**src/rtl/resp_line_if.sv**
```systemverilog
// Byte-stream and decoded-strobe bundle between the UART receiver side
// and the response line parser.
interface resp_line_if;
  logic [7:0]  rx_data;
  logic        rx_data_valid;
  logic        armed;
  logic [15:0] resp_value;
  logic        resp_valid;
  logic        resp_error;
  logic [1:0]  err_code;
  logic        cmd_on;
  logic        cmd_off;
  logic        busy;

  modport master (
    output rx_data, rx_data_valid, armed,
    input  resp_value, resp_valid, resp_error, err_code, cmd_on, cmd_off, busy
  );

  modport slave (
    input  rx_data, rx_data_valid, armed,
    output resp_value, resp_valid, resp_error, err_code, cmd_on, cmd_off, busy
  );
endinterface

```
**src/rtl/resp_line_parser.sv**
```systemverilog
// Parses "RESP:YYYY" lines and bare Y/N commands from a UART byte stream
// into registered one-cycle strobes for the authentication FSM.
module resp_line_parser #(
  parameter int TIMEOUT_CYCLES = 1_200_000
) (
  input  logic       clk,
  input  logic       rst,
  resp_line_if.slave bus
);
  localparam int CW = $clog2(TIMEOUT_CYCLES + 1);
  localparam logic [CW-1:0] TMO_LAST = CW'(TIMEOUT_CYCLES - 1);

  localparam logic [1:0] ERR_NOT_ARMED = 2'd0;
  localparam logic [1:0] ERR_FORMAT    = 2'd1;
  localparam logic [1:0] ERR_BADHEX    = 2'd2;
  localparam logic [1:0] ERR_TIMEOUT   = 2'd3;

  localparam logic [7:0] CH_CR = 8'h0D;
  localparam logic [7:0] CH_LF = 8'h0A;

  typedef enum logic [2:0] {
    S_IDLE,
    S_HDR,
    S_HEX,
    S_EOL,
    S_DISCARD
  } state_t;

  state_t        state_reg, state_next;
  logic [2:0]    hdr_idx_reg, hdr_idx_next;
  logic [2:0]    hex_cnt_reg, hex_cnt_next;
  logic [15:0]   acc_reg, acc_next;
  logic [CW-1:0] tmo_reg, tmo_next;
  logic [15:0]   value_reg, value_next;
  logic          valid_reg, valid_next;
  logic          error_reg, error_next;
  logic [1:0]    code_reg, code_next;
  logic          on_reg, on_next;
  logic          off_reg, off_next;

  logic          byte_in;
  logic          tmo_fire;
  logic [4:0]    nib;

  // Header character expected at hdr_idx; index 0 is the 'R' consumed in IDLE.
  function automatic logic [7:0] hdr_char(input logic [2:0] idx);
    case (idx)
      3'd1:    return 8'h45;
      3'd2:    return 8'h53;
      3'd3:    return 8'h50;
      3'd4:    return 8'h3A;
      default: return 8'h00;
    endcase
  endfunction

  // {is_hex, nibble}
  function automatic logic [4:0] hex_decode(input logic [7:0] c);
    if (c >= 8'h30 && c <= 8'h39)
      return {1'b1, c[3:0]};
    else if ((c >= 8'h41 && c <= 8'h46) || (c >= 8'h61 && c <= 8'h66))
      return {1'b1, c[3:0] + 4'd9};
    else
      return 5'b0_0000;
  endfunction

  assign byte_in  = bus.rx_data_valid;
  assign nib      = hex_decode(bus.rx_data);
  // A byte arriving on the expiry cycle wins over the timeout.
  assign tmo_fire = !byte_in && (state_reg != S_IDLE) && (tmo_reg == TMO_LAST);

  always_comb begin
    state_next   = state_reg;
    hdr_idx_next = hdr_idx_reg;
    hex_cnt_next = hex_cnt_reg;
    acc_next     = acc_reg;
    value_next   = value_reg;
    valid_next   = 1'b0;
    error_next   = 1'b0;
    code_next    = ERR_NOT_ARMED;
    on_next      = 1'b0;
    off_next     = 1'b0;

    if (state_reg == S_IDLE || byte_in || tmo_fire)
      tmo_next = '0;
    else
      tmo_next = tmo_reg + CW'(1);

    if (byte_in) begin
      case (state_reg)
        S_IDLE: begin
          if (bus.rx_data == 8'h52) begin
            state_next   = S_HDR;
            hdr_idx_next = 3'd1;
          end else if (bus.rx_data == 8'h59 || bus.rx_data == 8'h79) begin
            on_next = 1'b1;
          end else if (bus.rx_data == 8'h4E || bus.rx_data == 8'h6E) begin
            off_next = 1'b1;
          end else if (bus.rx_data != CH_CR && bus.rx_data != CH_LF) begin
            state_next = S_DISCARD;
          end
        end
        S_HDR: begin
          if (bus.rx_data == hdr_char(hdr_idx_reg)) begin
            if (hdr_idx_reg == 3'd4) begin
              state_next   = S_HEX;
              hex_cnt_next = 3'd0;
              acc_next     = 16'h0000;
            end else begin
              hdr_idx_next = hdr_idx_reg + 3'd1;
            end
          end else begin
            error_next = 1'b1;
            code_next  = ERR_FORMAT;
            state_next = (bus.rx_data == CH_LF) ? S_IDLE : S_DISCARD;
          end
        end
        S_HEX: begin
          if (nib[4]) begin
            acc_next = {acc_reg[11:0], nib[3:0]};
            if (hex_cnt_reg == 3'd3)
              state_next = S_EOL;
            else
              hex_cnt_next = hex_cnt_reg + 3'd1;
          end else begin
            error_next = 1'b1;
            code_next  = ERR_BADHEX;
            state_next = (bus.rx_data == CH_LF) ? S_IDLE : S_DISCARD;
          end
        end
        S_EOL: begin
          if (bus.rx_data == CH_LF) begin
            state_next = S_IDLE;
            if (bus.armed) begin
              value_next = acc_reg;
              valid_next = 1'b1;
            end else begin
              error_next = 1'b1;
              code_next  = ERR_NOT_ARMED;
            end
          end else if (bus.rx_data != CH_CR) begin
            error_next = 1'b1;
            code_next  = ERR_FORMAT;
            state_next = S_DISCARD;
          end
        end
        S_DISCARD: begin
          if (bus.rx_data == CH_LF)
            state_next = S_IDLE;
        end
        default: state_next = S_IDLE;
      endcase
    end else if (tmo_fire) begin
      // A stalled discard just resynchronises; only an open line reports.
      if (state_reg != S_DISCARD) begin
        error_next = 1'b1;
        code_next  = ERR_TIMEOUT;
      end
      state_next = S_IDLE;
    end
  end

  always_ff @(posedge clk or posedge rst) begin
    if (rst) begin
      state_reg   <= S_IDLE;
      hdr_idx_reg <= 3'd0;
      hex_cnt_reg <= 3'd0;
      acc_reg     <= 16'h0000;
      tmo_reg     <= '0;
      value_reg   <= 16'h0000;
      valid_reg   <= 1'b0;
      error_reg   <= 1'b0;
      code_reg    <= 2'd0;
      on_reg      <= 1'b0;
      off_reg     <= 1'b0;
    end else begin
      state_reg   <= state_next;
      hdr_idx_reg <= hdr_idx_next;
      hex_cnt_reg <= hex_cnt_next;
      acc_reg     <= acc_next;
      tmo_reg     <= tmo_next;
      value_reg   <= value_next;
      valid_reg   <= valid_next;
      error_reg   <= error_next;
      code_reg    <= code_next;
      on_reg      <= on_next;
      off_reg     <= off_next;
    end
  end

  assign bus.resp_value = value_reg;
  assign bus.resp_valid = valid_reg;
  assign bus.resp_error = error_reg;
  assign bus.err_code   = code_reg;
  assign bus.cmd_on     = on_reg;
  assign bus.cmd_off    = off_reg;
  assign bus.busy       = (state_reg != S_IDLE);
endmodule

```
**src/flat_wrapper.sv**
```systemverilog
// flat-port wrapper written by rule: the top's interface ports become plain ports
module resp_line_parser_flat 
#(
  parameter int TIMEOUT_CYCLES = 1_200_000
)
  (clk, rst, bus_rx_data, bus_rx_data_valid, bus_armed, bus_resp_value, bus_resp_valid, bus_resp_error, bus_err_code, bus_cmd_on, bus_cmd_off, bus_busy);
  resp_line_if bus_i ();
  input  logic clk;
  input  logic rst;
  input wire logic [$bits(bus_i.rx_data)-1:0] bus_rx_data;
  input wire logic [$bits(bus_i.rx_data_valid)-1:0] bus_rx_data_valid;
  input wire logic [$bits(bus_i.armed)-1:0] bus_armed;
  output wire logic [$bits(bus_i.resp_value)-1:0] bus_resp_value;
  output wire logic [$bits(bus_i.resp_valid)-1:0] bus_resp_valid;
  output wire logic [$bits(bus_i.resp_error)-1:0] bus_resp_error;
  output wire logic [$bits(bus_i.err_code)-1:0] bus_err_code;
  output wire logic [$bits(bus_i.cmd_on)-1:0] bus_cmd_on;
  output wire logic [$bits(bus_i.cmd_off)-1:0] bus_cmd_off;
  output wire logic [$bits(bus_i.busy)-1:0] bus_busy;
  assign bus_i.rx_data = bus_rx_data;
  assign bus_i.rx_data_valid = bus_rx_data_valid;
  assign bus_i.armed = bus_armed;
  assign bus_resp_value = bus_i.resp_value;
  assign bus_resp_valid = bus_i.resp_valid;
  assign bus_resp_error = bus_i.resp_error;
  assign bus_err_code = bus_i.err_code;
  assign bus_cmd_on = bus_i.cmd_on;
  assign bus_cmd_off = bus_i.cmd_off;
  assign bus_busy = bus_i.busy;
  resp_line_parser #(.TIMEOUT_CYCLES(TIMEOUT_CYCLES)) u_core (.clk(clk), .rst(rst), .bus(bus_i));
endmodule
```
**config.mk**
```make
export PLATFORM = sky130hd
export DESIGN_NAME = resp_line_parser_flat
export DESIGN_NICKNAME = d
export VERILOG_FILES = /design/src/rtl/resp_line_if.sv /design/src/rtl/resp_line_parser.sv /design/src/flat_wrapper.sv
export SDC_FILE = /design/constraint.sdc
export NUM_CORES = 1
export LEC_CHECK = 0
export CORE_MARGIN = 1.5
export CORE_UTILIZATION = 40
export CTS_BUF_LIST = sky130_fd_sc_hd__clkbuf_8 sky130_fd_sc_hd__clkbuf_16
export DETAILED_ROUTE_END_ITERATION = 12
export HOLD_SLACK_MARGIN = 0.05
export PLACE_DENSITY = 0.69
export REMOVE_ABC_BUFFERS = 1
export SLEW_MARGIN = 20
export SYNTH_ARGS = -nofsm -noshare
export SYNTH_HDL_FRONTEND = slang
export SYNTH_SLANG_ARGS = --single-unit
```
**constraint.sdc**
```tcl
create_clock -name clk -period 2.6 [get_ports clk]
set_clock_uncertainty 0.1 [all_clocks]
set_input_delay 0.52 -clock clk [delete_from_list [all_inputs] [get_ports clk]]
set_output_delay 0.52 -clock clk [all_outputs]
set_load 0.005 [all_outputs]
```
==> results.sh, run 1 <==
export IMPL_vdd_ir_drop_max_v=0.000281
export IMPL_period_needed_ps=2740
export IMPL_grt_overflow_total=0
export IMPL_fp_dieH_um=97.9
export IMPL_slowest_stage="dfrtp_1"
export IMPL_cp_common_cell="buf_6"
export IMPL_via_per_inst=5.25
export IMPL_reg2reg_from="u_core.hdr_idx_reg[0]"
export IMPL_violations="negative setup slack"
export IMPL_grt_max_degree=69
export IMPL_clock_latency_ps=340
export IMPL_slew_viol_final=0
export IMPL_area_growth_pct=33.6
export IMPL_async_flop_share_pct=100
export IMPL_initial_core_util_pct=41.3
export IMPL_worst_slew_pin_slew_ps=614
export IMPL_grt_first_pass_wirelength_um=13700
export IMPL_num_vias=2825
export IMPL_finalCritPeriodShare_pct=105
export IMPL_ys_warn_count=0
export IMPL_max_freq_ghz=0.365
export IMPL_synth_edf_count=0
export IMPL_drtAntennaViolNets=0
export IMPL_cp_start_kind="flip-flop"
export IMPL_min_from="u_core.tmo_reg[0]"
export IMPL_drv_cap=0
export IMPL_synth_ff_type="dfrtp_1"
export IMPL_cp_arrival_ps=2870
export IMPL_grt_total_usage_pct=17.8
export IMPL_cts_buffers_inserted=9
export IMPL_synthDistinctLibCells=65
export IMPL_placed_area_um2=4420
export IMPL_ios=35
export IMPL_cts_buffer_depth=2
export IMPL_syn_cell_area_um2=3610
export IMPL_drc=0
export IMPL_max_slew_margin_pct=59.0
export IMPL_fin_ws_ps=-143
export IMPL_min_path_type="reg -> reg"
export IMPL_num_antenna_cells=0
export IMPL_routabilityCongestion=0.869
export IMPL_ff2ff_setup_slack_ps=-140
export IMPL_syn_instance_count=336
export IMPL_postLayoutCellArea_um2=4820
export IMPL_drive_above_1_share_pct=29.5
export IMPL_largest_reg_flops=21
export IMPL_fin_tns_setup_ps=-2340
export IMPL_max_stage_delay_ps=430
export IMPL_die_area_um2=9590
export IMPL_grt_pass1_vias=2859
export IMPL_regToRegEndpoint="u_core.hex_cnt_reg[0]"
export IMPL_seq_area_frac_synth_pct=47.2
export IMPL_core_um2=8720
export IMPL_antenna_found_initial=0
export IMPL_status="complete, but fails checks"
export IMPL_rows=34
export IMPL_crit_fanout=5
export IMPL_wirelength_um=8010
export IMPL_first_pass_iters=4
export IMPL_clock_root_buffer="clkbuf_8"
export IMPL_cp_data_required_time_ps=2720
export IMPL_hold_path_cell_count=1
export IMPL_cts_sinks=68
export IMPL_setup_viol=25
export IMPL_hold_viol_final=0
export IMPL_routedWlPerCell_um=14.9
export IMPL_critPathKind="reg -> reg"
export IMPL_power_density_nw_per_um2=489
export IMPL_cts_htree_levels=3
export IMPL_preCtsSetupSlack_ps=-514
export IMPL_syn_area_per_cell_um2=10.7
export IMPL_path_cells="buf_6, ha_4, buf_6, o21ba_2, or3_1, a221o_2, o21ai_4, nand4_1, mux2_4"
export IMPL_fin_nets=450
export IMPL_cp_buffers_inverters=2
export IMPL_p_leak_nw=2.13
export IMPL_startpoint="u_core.hdr_idx_reg[0]"
export IMPL_hpwl_um=5710
export IMPL_drt_initial_drc_count=151
export IMPL_ctsHoldBuffers=0
export IMPL_clkTransAtPathRegs_ps=70
export IMPL_cp_top_family="compound AO/OA/AOI/OAI gates"
export IMPL_power_w=0.00236
export IMPL_cts_tree="built"
export IMPL_rsz0062_at_grt="yes"
export IMPL_hold_path_end="u_core.tmo_reg[0]"
export IMPL_end_kind="flip-flop"
export IMPL_rr_worst_depth=9
export IMPL_portBuffers=34
export IMPL_ys_ff_latch=68
export IMPL_die_width_um=97.9
export IMPL_final_util_pct=55.3
worst max path at each step:
stage / slack, ps / cells after the start / end
floorplan: -370 / 8 / u_core.hex_cnt_reg[0]
global placement: -460 / 7 / u_core.acc_reg[1]
detailed placement: -510 / 11 / u_core.state_reg[0]
CTS: -160 / 9 / u_core.acc_reg[4]
global route: -240 / 9 / u_core.hex_cnt_reg[0]
finish: -140 / 9 / u_core.hex_cnt_reg[0]
repair_timing:
item / 4_1_cts / 5_1_grt
cloned: 1 / 0
pin swaps: 22 / 16
setup endpoints to repair: 27 / 27
buffers inserted: 3 / 2
resized for setup: 15 / 15
Yosys cell counts (5+ instances only):
master | number | share of area (%)
a22o_1 | 14 | 3.4
xnor2_1 | 10 | 2.4
xor2_1 | 14 | 3.4
ha_1 | 13 | 4.5
buf_2 | 5 | 0.69
clkbuf_1 | 7 | 0.73
mux2_2 | 18 | 5.6
nor3_1 | 7 | 0.97
nor2b_1 | 7 | 1.2
nand2_1 | 17 | 1.8
nor2_1 | 40 | 4.2
nand4_1 | 5 | 0.87
dfrtp_1 | 68 | 47
nand3_1 | 11 | 1.5
inv_1 | 13 | 1.4
cells by family (layout without fill, tap and decap cells):
group                    after synthesis  in the layout  synth area share, %
XOR/XNOR                              24             24                 5.83
adder cells (fa/ha/maj)               13             13                 4.51
AND/OR/NAND/NOR                      125            126                 18.9
multiplexers                          19             19                 5.90
AO/OA/AOI/OAI                         58             58                 13.9
flip-flops                            68             68                 47.2
buffers and inverters                 29            122                 3.82
final cells by class:
class,instances,area [µm²]
inverter,13,51.3
multi-input combinational,240,1890
clock inverter,7,100
tap,108,135
sequential,68,1700
timing repair buffer,93,820
fill,728,3900
clock buffer,9,124
per-layer routing:
| metal | track usage [%] | share of wire [%] | up-vias |
|---|---|---|---|
| li1 | - | - | 1383 |
| met5 | 0 | 0 | - |
| met4 | 6.48 | 2.2 | 0 |
| met2 | 29.0 | 48 | 54 |
| met1 | 23.0 | 46 | 1372 |
| met3 | 4.22 | 3.9 | 16 |
placed cells by master (no fill, tap or decap), types with 3 or more instances in the layout:
master and instances:
a22o_1 14, ha_4 3, ha_1 8, nand4_1 5
o21ai_0 3, buf_6 3, a21o_1 4, inv_1 9
nor3_1 7, nor2_1 40, clkbuf_8 9, buf_4 54
and3_1 4, xor2_1 14, nand2_1 16, clkinvlp_4 3
nand2b_1 4, inv_2 3, or3_1 3, mux2_2 17
a22o_2 3, nand3_1 11, nand3b_1 3, o31ai_1 4
clkdlybuf4s50_1 34, nor2b_1 7, nor3b_1 3, xnor2_1 10
dfrtp_1 67
stage by stage:
step | cells | hold slack (ps)
CTS | 536 | 394
finish | 538 | 390
floorplan | 320 | 355
detailed placement | 516 | 385
global route | 538 | 403
global placement | 516 | 376
power breakdown:
| group | total [W] | internal (W) | switching (W) |
|---|---|---|---|
| sequential | 0.00108 | 0.00107 | 0.00000800 |
| clock | 0.000957 | 0.000544 | 0.000413 |
| combinational | 0.000326 | 0.000155 | 0.000171 |
| total | 0.00236 | 0.00177 | 0.000592 |
No activity file was read; power rests on OpenSTA's default activity.
==> inputs of run 2 (changes only) <==
--- a/config.mk
+++ b/config.mk
@@ -10,7 +10,7 @@
 export CTS_BUF_LIST = sky130_fd_sc_hd__clkbuf_8 sky130_fd_sc_hd__clkbuf_16
 export DETAILED_ROUTE_END_ITERATION = 12
 export HOLD_SLACK_MARGIN = 0.05
-export PLACE_DENSITY = 0.69
+export PLACE_DENSITY = 0.66
 export REMOVE_ABC_BUFFERS = 1
 export SLEW_MARGIN = 20
 export SYNTH_ARGS = -nofsm -noshare
==> constraint.sdc (replaced) <==
create_clock -name clk -period 3.1 [get_ports clk]
set_clock_uncertainty 0.1 [all_clocks]
set_input_delay 0.62 -clock clk [delete_from_list [all_inputs] [get_ports clk]]
set_output_delay 0.62 -clock clk [all_outputs]
set_load 0.005 [all_outputs]
==> results.sh, run 2 (synthesis results as in run 1) <==
export IMPL_status="completed"
export IMPL_cp_arrival_ps=3050
export IMPL_end_kind="flip-flop"
export IMPL_routabilityCongestion=0.864
export IMPL_fin_tns_setup_ps=0
export IMPL_portBuffers=34
export IMPL_hold_path_cell_count=1
export IMPL_p_clk_share_pct=44.2
export IMPL_finalCritPeriodShare_pct=94.2
export IMPL_setup_viol=0
export IMPL_path_cells="inv_1, ha_1, and2_4, or4_1, a221o_2, o21ai_4, nand3_4, mux2_2"
export IMPL_p_int_w=0.00153
export IMPL_regArea_um2=1700
export IMPL_vdd_ir_drop_max_v=0.000224
export IMPL_cts_htree_levels=3
export IMPL_via_per_inst=5.31
export IMPL_place_inst=490
export IMPL_swShare_pct=24.5
export IMPL_fp_dieH_um=97.9
export IMPL_grt_pass1_vias=2672
export IMPL_drtAntennaViolNets=0
export IMPL_placed_area_um2=4230
export IMPL_clock_root_buffer="clkbuf_8"
export IMPL_max_slew_margin_pct=57.0
export IMPL_preCtsSetupSlack_ps=-188
export IMPL_fin_nets=418
export IMPL_clkTransAtPathRegs_ps=80
export IMPL_worst_slew_pin_slew_ps=644
export IMPL_grt_total_usage_pct=16.6
export IMPL_final_cell_mix="dfrtp_1 (68), nor2_1 (40), clkdlybuf4s50_1 (34), buf_4 (26), mux2_2 (18)"
export IMPL_drc=0
export IMPL_period_needed_ps=2920
export IMPL_initial_core_util_pct=41.3
export IMPL_ios=35
export IMPL_cts_sinks=68
export IMPL_cp_data_required_time_ps=3230
export IMPL_hold_viol_final=0
export IMPL_cts_buffer_depth=2
export IMPL_largest_reg_flops=21
export IMPL_cts_tree="built"
export IMPL_max_stage_delay_ps=480
export IMPL_cts_setup_buffers=0
export IMPL_power_w=0.00203
export IMPL_first_pass_iters=4
export IMPL_clock_latency_ps=340
export IMPL_instances_no_fill=506
export IMPL_cp_start_kind="flip-flop"
export IMPL_multi_input_area_um2=1770
export IMPL_fill_cells=767
export IMPL_critPathKind="reg -> reg"
export IMPL_grt_max_degree=31
export IMPL_rows=34
export IMPL_num_antenna_cells=0
export IMPL_core_um2=8720
export IMPL_area_growth_pct=24.1
export IMPL_rr_worst_depth=8
export IMPL_slowest_stage="or4_1"
export IMPL_num_vias=2689
export IMPL_rsz0062_at_grt="no"
export IMPL_pwr_share_seq_pct=45.0
export IMPL_grt_overflow_total=0
export IMPL_postLayoutCellArea_um2=4480
export IMPL_hpwl_um=5570
export IMPL_drive_above_1_share_pct=19.8
export IMPL_grt_first_pass_wirelength_um=12900
export IMPL_final_common_cell="dfrtp_1"
export IMPL_crit_fanout=16
export IMPL_max_freq_ghz=0.342
export IMPL_antenna_found_initial=0
export IMPL_cts_buffers_inserted=9
export IMPL_fin_ws_ps=179
export IMPL_die_width_um=97.9
export IMPL_slew_viol_final=0
export IMPL_die_area_um2=9590
export IMPL_pwr_share_comb_pct=10.7
export IMPL_min_path_type="reg -> reg"
export IMPL_power_density_nw_per_um2=453
export IMPL_drt_initial_drc_count=119
export IMPL_p_sw_w=0.000497
export IMPL_p_leak_nw=1.99
export IMPL_wirelength_um=7470
export IMPL_drv_cap=0
export IMPL_routedWlPerCell_um=14.8
[run 2: power by group through the flow]
stage / Sequential [W] / Combinational (W) / Clock (W)
finish: 0.000913 / 0.000218 / 0.000896
detailed placement: 0.000930 / 0.000219 / 0
global route: 0.000915 / 0.000245 / 0.000952
CTS: 0.000912 / 0.000220 / 0.000918
global placement: 0.000929 / 0.000217 / 0
floorplan: 0.000925 / 0.000115 / 0
[run 2: area by class of cell]
class,instances,share of cell area (%)
flip-flops and latches,68,38.0
well taps,108,3.02
clock inverters,7,2.77
inverters,13,1.09
multi-input cells,239,39.5
clock buffers,9,2.77
repair buffers,62,12.9
[run 2: worst max-delay path: cells and delay by family (launching register included)]
| family | cells | cell delay, ps |
|---|---|---|
| simple gates | 3 | 910 |
| compound gates | 2 | 700 |
| flops | 1 | 400 |
| mux | 1 | 330 |
| fa+ha+maj | 1 | 280 |
| buf+inv | 1 | 90 |
[run 2: metal layers]
| metal | share of wire (%) | track usage (%) | wire length, µm | up-vias |
|---|---|---|---|---|
| li1 | - | - | - | 1322 |
| met1 | 48 | 23.1 | 3590 | 1293 |
| met5 | 0 | 0 | 0 | - |
| met4 | 1.4 | 5.38 | 107 | 0 |
| met3 | 4.1 | 3.94 | 305 | 12 |
| met2 | 46 | 25.6 | 3470 | 62 |
[run 2: path summary, 6_finish.rpt]
path	start	endpoint	slack [ps]
worst min-delay path	u_core.tmo_reg[0]	u_core.tmo_reg[0]	390
worst max-delay path	u_core.hdr_idx_reg[0]	u_core.acc_reg[1]	180
min in group asynchronous	rst	u_core.bus.resp_value[11]	590
max in group asynchronous	rst	u_core.tmo_reg[10]	1720
worst max register to register	u_core.hdr_idx_reg[0]	u_core.acc_reg[1]	180
worst min register to register	u_core.tmo_reg[0]	u_core.tmo_reg[0]	390
[run 2: repair_timing]
action / CTS / global route
hold buffers: 0 / 0
gates resized for setup: 0 / 1
endpoints found under the setup margin: 0 / 1
[run 2: through the flow]
| step | utilization (%) | hold slack (ps) |
|---|---|---|
| floorplan | - | 355 |
| global placement | 48.5 | 374 |
| detailed placement | 48.5 | 389 |
| CTS | 51.3 | 395 |
| global route | 51.3 | 427 |
| finish | 51.3 | 388 |
==> inputs of run 3 (changes only) <==
==> constraint.sdc (replaced) <==
create_clock -name clk -period 3.4 [get_ports clk]
set_clock_uncertainty 0.1 [all_clocks]
set_input_delay 0.68 -clock clk [delete_from_list [all_inputs] [get_ports clk]]
set_output_delay 0.68 -clock clk [all_outputs]
set_load 0.005 [all_outputs]
==> results.sh, run 3 (synthesis results as in run 1) <==
export IMPL_drc=0
export IMPL_largest_reg_flops=21
export IMPL_fin_nets=406
export IMPL_grt_pass1_vias=2574
export IMPL_area_growth_pct=20.5
export IMPL_fin_ws_ps=348
export IMPL_core_um2=8720
export IMPL_regArea_um2=1700
export IMPL_wirelength_um=7330
export IMPL_status="completed"
export IMPL_grt_overflow_total=0
export IMPL_ctsHoldBuffers=0
export IMPL_die_width_um=97.9
export IMPL_cp_arrival_ps=3190
export IMPL_rows=34
export IMPL_cts_buffer_depth=2
export IMPL_drive_above_1_share_pct=17.4
export IMPL_fin_tns_setup_ps=0
export IMPL_first_pass_iters=4
export IMPL_crit_fanout=4
export IMPL_worst_slew_pin_slew_ps=726
export IMPL_setup_viol=0
export IMPL_grt_first_pass_wirelength_um=12500
export IMPL_final_cell_mix="dfrtp_1 (68), nor2_1 (40), clkdlybuf4s50_1 (34), mux2_2 (18), nand2_1 (17)"
export IMPL_finalCritPeriodShare_pct=89.8
export IMPL_final_common_cell="dfrtp_1"
export IMPL_cts_tree="built"
export IMPL_routedWlPerCell_um=14.8
export IMPL_cts_setup_buffers=0
export IMPL_clock_latency_ps=340
export IMPL_end_kind="flip-flop"
export IMPL_rr_worst_depth=8
export IMPL_cp_start_kind="input port"
export IMPL_slew_viol_final=0
export IMPL_power_w=0.00170
export IMPL_critPathKind="in -> reg"
export IMPL_portBuffers=34
export IMPL_min_path_type="reg -> reg"
export IMPL_hold_viol_final=0
export IMPL_num_antenna_cells=0
export IMPL_die_area_um2=9590
export IMPL_place_inst=478
export IMPL_drtAntennaViolNets=0
export IMPL_grt_max_degree=36
export IMPL_initial_core_util_pct=41.3
export IMPL_hold_path_cell_count=1
export IMPL_instances_no_fill=494
export IMPL_max_slew_margin_pct=51.5
export IMPL_grt_total_usage_pct=15.9
export IMPL_p_leak_nw=1.91
export IMPL_antenna_found_initial=0
export IMPL_drt_initial_drc_count=135
export IMPL_period_needed_ps=3050
export IMPL_fill_cells=774
export IMPL_power_density_nw_per_um2=391
export IMPL_clock_root_buffer="clkbuf_8"
export IMPL_preCtsSetupSlack_ps=46.6
export IMPL_clkTransAtPathRegs_ps=70
export IMPL_ios=35
export IMPL_hpwl_um=5480
export IMPL_cts_htree_levels=3
export IMPL_drv_cap=0
export IMPL_cts_buffers_inserted=9
export IMPL_via_per_inst=5.40
export IMPL_rsz0062_at_grt="no"
export IMPL_fp_dieH_um=97.9
export IMPL_multi_input_area_um2=1770
export IMPL_max_freq_ghz=0.328
export IMPL_num_vias=2670
export IMPL_cts_sinks=68
export IMPL_vdd_ir_drop_max_v=0.000205
export IMPL_cp_data_required_time_ps=3540
export IMPL_cts_resized=0
export IMPL_routabilityCongestion=0.930
## run 3: cell count changes in the layout (fill, tap and decap cells not counted), sizes merged
| cell | change |
|---|---|
| buf | -12 |
| bufinv | -2 |
| inv | +2 |
## run 3: per-stage QoR
step | area, µm² | hold slack [ps] | utilization (%)
global placement | 4140 | 380 | 47.4
CTS | 4350 | 390 | 49.8
finish | 4350 | 386 | 49.8
detailed placement | 4140 | 380 | 47.4
floorplan | 3520 | 355 | -
global route | 4350 | 406 | 49.8
## run 3: layer usage
| metal | track usage (%) | wire [µm] | vias to the layer above |
|---|---|---|---|
| li1 | - | - | 1297 |
| met1 | 22.0 | 3570 | 1318 |
| met2 | 24.7 | 3450 | 49 |
| met3 | 4.01 | 227 | 6 |
| met4 | 5.05 | 82 | 0 |
| met5 | 0 | 0 | - |
## run 3: where the power goes
group          switching (W)  leakage (nW)  internal, W
registers          0.0000169         0.944     0.000816
clock network       0.000329         0.102     0.000351
logic               0.000111         0.866    0.0000767
total               0.000457          1.91      0.00124
## run 3: area by class of cell
type / count / area share (%)
Clock inverter: 7 / 1.93
Multi-Input combinational cell: 239 / 40.7
Timing Repair Buffer: 50 / 11.2
Inverter: 13 / 1.12
Tap cell: 108 / 3.11
Clock buffer: 9 / 2.85
Sequential cell: 68 / 39.2
## run 3: worst max-delay path, stage by stage
cell and delay, ps:
clkdlybuf4s50_1 560, inv_1 80, ha_1 210, o21bai_1 250, a2111oi_4 120, o21ai_0 410
o221ai_1 290, or3_1 400, o31ai_1 190
## run 3: final timing paths
path | from | endpoint | slack, ps
worst max-delay path | bus_rx_data[0] | u_core.state_reg[2] | 350
worst min-delay path | u_core.tmo_reg[0] | u_core.tmo_reg[0] | 390
worst max register to register | u_core.hdr_idx_reg[0] | u_core.acc_reg[1] | 510
worst min register to register | u_core.tmo_reg[0] | u_core.tmo_reg[0] | 390
max in group asynchronous | rst | u_core.bus.cmd_off | 1890
min in group asynchronous | rst | u_core.tmo_reg[7] | 690
